$ cat config.mk
export PLATFORM = sky130hd
export DESIGN_NAME = t01_score_keeper
export DESIGN_NICKNAME = d
export VERILOG_FILES = /design/src/rtl/t01_score_keeper.sv
export SDC_FILE = /design/constraint.sdc
export NUM_CORES = 1
export LEC_CHECK = 0
export BUFFER_PORTS_ARGS = -buffer_cell sky130_fd_sc_hd__buf_4
export CAP_MARGIN = 20
export CORE_ASPECT_RATIO = 1.2
export CORE_MARGIN = 3
export CORE_UTILIZATION = 50
export CTS_BUF_LIST = sky130_fd_sc_hd__clkbuf_4
export CTS_CLUSTER_DIAMETER = 60
export DETAILED_ROUTE_END_ITERATION = 6
export HOLD_SLACK_MARGIN = 0.12
export PLACE_DENSITY = 0.66
export SLEW_MARGIN = 25
export SYNTH_ARGS = -nofsm -noshare
export SYNTH_HDL_FRONTEND = slang
export SYNTH_SLANG_ARGS = --single-unit
export TNS_END_PERCENT = 5
$ cat constraint.sdc
create_clock -name clk -period 3.61 [get_ports clk]
set_input_delay 1.083 -clock clk [delete_from_list [all_inputs] [get_ports clk]]
set_output_delay 1.083 -clock clk [all_outputs]
set_load 0.02 [all_outputs]
$ cat src/rtl/t01_score_keeper.sv
// Score accumulator with saturation and double-dabble binary-to-BCD conversion.
// Publishes registered hundreds/tens/ones digits for the score renderer.
module t01_score_keeper #(
   parameter logic [9:0] P1        = 10'd1,
   parameter logic [9:0] P2        = 10'd3,
   parameter logic [9:0] P3        = 10'd5,
   parameter logic [9:0] P4        = 10'd8,
   parameter logic [9:0] MAX_SCORE = 10'd999
) (
   input  logic       clk,
   input  logic       rst,
   input  logic       clear_score,
   input  logic       lines_valid,
   input  logic [2:0] lines,
   output logic       lines_ready,
   output logic [9:0] score,
   output logic [3:0] hundreds,
   output logic [3:0] tens,
   output logic [3:0] ones,
   output logic       bcd_valid
);

   typedef enum logic [1:0] {IDLE, ADD, CONV} state_t;

   state_t      state, state_nxt;
   logic [9:0]  pts, pts_sel;
   logic        lines_legal;
   logic        accept;
   logic [10:0] sum;
   logic [9:0]  score_sat;
   logic [21:0] bcd_sr, bcd_adj, bcd_shift;
   logic [3:0]  iter;

   function automatic logic [3:0] add3(input logic [3:0] n);
      return (n >= 4'd5) ? n + 4'd3 : n;
   endfunction

   always_comb begin
      pts_sel     = '0;
      lines_legal = 1'b1;
      case (lines)
         3'd1:    pts_sel = P1;
         3'd2:    pts_sel = P2;
         3'd3:    pts_sel = P3;
         3'd4:    pts_sel = P4;
         default: lines_legal = 1'b0;
      endcase
   end

   assign lines_ready = (state == IDLE);
   assign accept      = lines_valid && lines_ready && lines_legal;

   // 11-bit sum so score + pts cannot wrap before the saturation compare
   assign sum       = {1'b0, score} + {1'b0, pts};
   assign score_sat = (sum > {1'b0, MAX_SCORE}) ? MAX_SCORE : sum[9:0];

   assign bcd_adj   = {add3(bcd_sr[21:18]), add3(bcd_sr[17:14]), add3(bcd_sr[13:10]), bcd_sr[9:0]};
   assign bcd_shift = bcd_adj << 1;

   always_ff @(posedge clk or posedge rst) begin
      if (rst) state <= IDLE;
      else     state <= state_nxt;
   end

   always_comb begin
      state_nxt = state;
      if (clear_score) begin
         state_nxt = IDLE;
      end else begin
         case (state)
            IDLE:    if (accept) state_nxt = ADD;
            ADD:     state_nxt = CONV;
            CONV:    if (iter == 4'd9) state_nxt = IDLE;
            default: state_nxt = IDLE;
         endcase
      end
   end

   always_ff @(posedge clk or posedge rst) begin
      if (rst) begin
         pts       <= '0;
         score     <= '0;
         bcd_sr    <= '0;
         iter      <= '0;
         hundreds  <= '0;
         tens      <= '0;
         ones      <= '0;
         bcd_valid <= 1'b1;
      end else if (clear_score) begin
         score     <= '0;
         hundreds  <= '0;
         tens      <= '0;
         ones      <= '0;
         bcd_valid <= 1'b1;
      end else begin
         case (state)
            IDLE: begin
               if (accept) begin
                  pts       <= pts_sel;
                  bcd_valid <= 1'b0;
               end
            end
            ADD: begin
               score  <= score_sat;
               bcd_sr <= {12'd0, score_sat};
               iter   <= '0;
            end
            CONV: begin
               bcd_sr <= bcd_shift;
               iter   <= iter + 4'd1;
               if (iter == 4'd9) begin
                  hundreds  <= bcd_shift[21:18];
                  tens      <= bcd_shift[17:14];
                  ones      <= bcd_shift[13:10];
                  bcd_valid <= 1'b1;
               end
            end
            default: ;
         endcase
      end
   end

endmodule

==> metrics.txt <==
result of the run=complete, no violations; Clock H-tree levels=2; Wirelength per Cell=14.76 um; Synth Flop Type=dfrtp_1; largest area contributor in the synthesized netlist=dfrtp_1; ratio of final minimum period to clock period=0.7682; iteration-0 DRC count of the detailed router=89; area of the multi-input gates=0.001577 mm^2; Placeable Area=0.005818 mm^2; most frequently used cell type in the post-synthesis netlist=dfrtp_1; setup tns final=0 ps; worst setup skew after layout=9.757 ps; die area=0.007202 mm^2; share of the yosys chip area belonging to registers=0.4432; via count=2456; number of synthesized flops with an enable pin=0; fraction of layout cells with a size suffix above 1=0.1468; Slew HR=0.6253; switching share of power=0.3381; most instantiated cells after synthesis=dfrtp_1, nand2_1, a21oi_1; register bit total from synthesis=55; Clk pwr share=0.185; total net switching power=0.4839 mW; top area cells in the synthesized netlist=dfrtp_1, ha_1, nand2_1, a21oi_1, o21ai_0; distinct cell type count of the synthesized netlist=53; crit path DAT=3070 ps; maximum number of pins on one net before global-route repair=33; antenna violations before repair=0; FMAX=360.6 MHz; quantity of gates resized following cts=0; number of buffer and inverter stages on the critical path=1; top-level I/O count=31; RSZ-0062 raised after global routing=no; time the final worst path needs with I/O delays and setup=2773 ps; Final WS setup=836.9 ps; gpl congestion=0.9043; synthesized cell area=0.003108 mm^2; synthesized instance count=334; diode insertion count for antenna repair=0; Bufs on Longest Clock Path=2; total setup buffers inserted after CTS=0; final-report max-slew violation count=0; net count after synthesis=358; Least-Margin Pin Slew=562.0 ps; top-area cell type share of the netlist area=0.4348; Overall Global Routing Usage=0.1942; internal power contribution=0.9472 mW; IR drop worst, VDD=0.2231 mV; CTS tree=done; Detailed Routing Iterations Pass 1=5; post-DP HPWL=4770 um; source-to-sink clock delay at the later pin of the worst-skew pair=370 ps; Critical Path Source Type=flip-flop; power per cell area=413.2 mW/mm^2; cell family with the largest share of critical-path delay=compound AO/OA/AOI/OAI gates; DIE HEIGHT=92.37 um; antenna-violating nets left=0; combinational share of power=0.282; leakage dissipation=1.527 nW; total number of clock tree sinks=55; post-cts hold buffer count=0; initial core utilization=0.5342; net count reported at finish=384; Critical Setup Path Class=reg -> reg; via density per instance=5.569; slowest library cell on the worst path=fa_1; placement-stage worst setup slack=872.8 ps; Critical Path Max Stage Delay=420 ps; aggregate global routing overflow=0; number of fill cells=535; row count=30; final setup violation count=0; width of the die=77.97 um; Hold Violations, Final=0; critical path fanouts, max=8; DRC errors left=0; clock root buffer master=clkbuf_4; CP Capture Type=flip-flop; vias in the first global route=2450; clock transition time at the flip-flop clock pins of the worst setup and hold paths=150 ps; required time at the worst-slack endpoint=3910 ps; share of async-settable or async-resettable flops after synthesis=1.000; MaxCap Viol Count=0; Inserted Clock Buffers=5; number of warnings reported in the yosys synthesis log=0; Flop pwr share=0.533; cell-by-cell listing of the critical path=ha_1 -> inv_1 -> fa_1 -> nand2b_1 -> a2111o_1 -> nor3_1 -> o21ai_1 -> a31o_4 -> a311oi_2; Routed WL=6509 um; synthesized area per cell=9.305 um^2; FF+latch area=0.001378 mm^2; kind of path behind the tightest hold check=reg -> reg; wire length of the first global-routing pass=11320 um; count of buffers from port buffering=30; growth of design area from synthesis to finish=11.43%
## layout by cell type, fill, tap and decap left out, drive strengths merged, types with 3 or more instances in the layout
cell    count
dfrtp      54
nand2      38
buf        36
o21ai      28
a21oi      26
nor2       25
inv        23
ha         16
o31ai       9
a22o        9
xnor2       8
nand3       7
mux2i       7
clkbuf      6
a211oi      6
nand2b      5
o22ai       5
a311oi      5
nor3b       4
nor2b       3
and3        3
a21boi      3
a31oi       3
nand3b      3
## kinds of logic after synthesis
group,Yosys count,synth area share
AOI/OAI and AO/OA,107,0.2347
xor gates and xnor gates,9,0.02536
adders and majority gates,17,0.07085
buffers and inverters,40,0.04951
DFF,55,0.4432
muxes,9,0.02979
and+or+nand+nor,97,0.1465
## power groups by stage
stage	Sequential, mW	Combinational (mW)	Clock (mW)
after floorplan	0.786	0.274	0
after CTS	0.764	0.410	0.277
final	0.763	0.404	0.264
after global placement	0.772	0.400	0
after global routing	0.777	0.462	0.297
after detailed placement	0.775	0.409	0
## registers in the layout, indices dropped and copies added (netlist names)
signal	count
bcd_sr	22
score	10
hundreds	4
iter	4
ones	4
pts	4
tens	4
state	2
bcd_valid	1
## per-stage QoR
step                area (um^2)  power, mW    util  hold WS, ps  cells
finish                     3463      1.431  0.5953        494.1    441
detailed placement         3411      1.184  0.5862        469.5    433
CTS                        3463      1.451  0.5953        501.1    441
global placement           3411      1.172  0.5862        463.3    433
floorplan                  3108      1.060       -        449.6    334
global route               3463      1.536  0.5953        518.4    441
## final timing paths
check,startpoint,to,slack (ps),cells past startpoint
setup reg to reg,score[0],score[0],840,9
hold reg to reg,hundreds[2],hundreds[2],490,2
setup / recovery,score[0],score[0],840,9
min in group asynchronous,rst,score[0],720,2
max in group asynchronous,rst,score[4],2090,3
hold / removal,hundreds[2],hundreds[2],490,2
## worst register-to-register path, cell delays in order (launching register included)
cell and delay [ps]:
dfrtp_1 410, ha_1 220, inv_1 70, fa_1 420
nand2b_1 240, a2111o_1 400, nor3_1 250, o21ai_1 140
a31o_4 290, a311oi_2 260
## per-layer routing
metal / global-route usage / wire length [um] / vias up
li1: - / - / 1237
met1: 0.2346 / 2867 / 1173
met2: 0.3471 / 3329 / 36
met3: 0.03307 / 182 / 10
met4: 0.06706 / 130 / 0
met5: 0 / 0 / -
## final cells by class
class	count	share of cell area
clock buffers	6	0.01301
inverters	23	0.02493
flip-flops and latches	55	0.3978
multi-input cells	239	0.4552
clock inverters	2	0.002168
well taps	80	0.02890
repair buffers	36	0.07803
No activity file was read; power rests on OpenSTA's default activity.
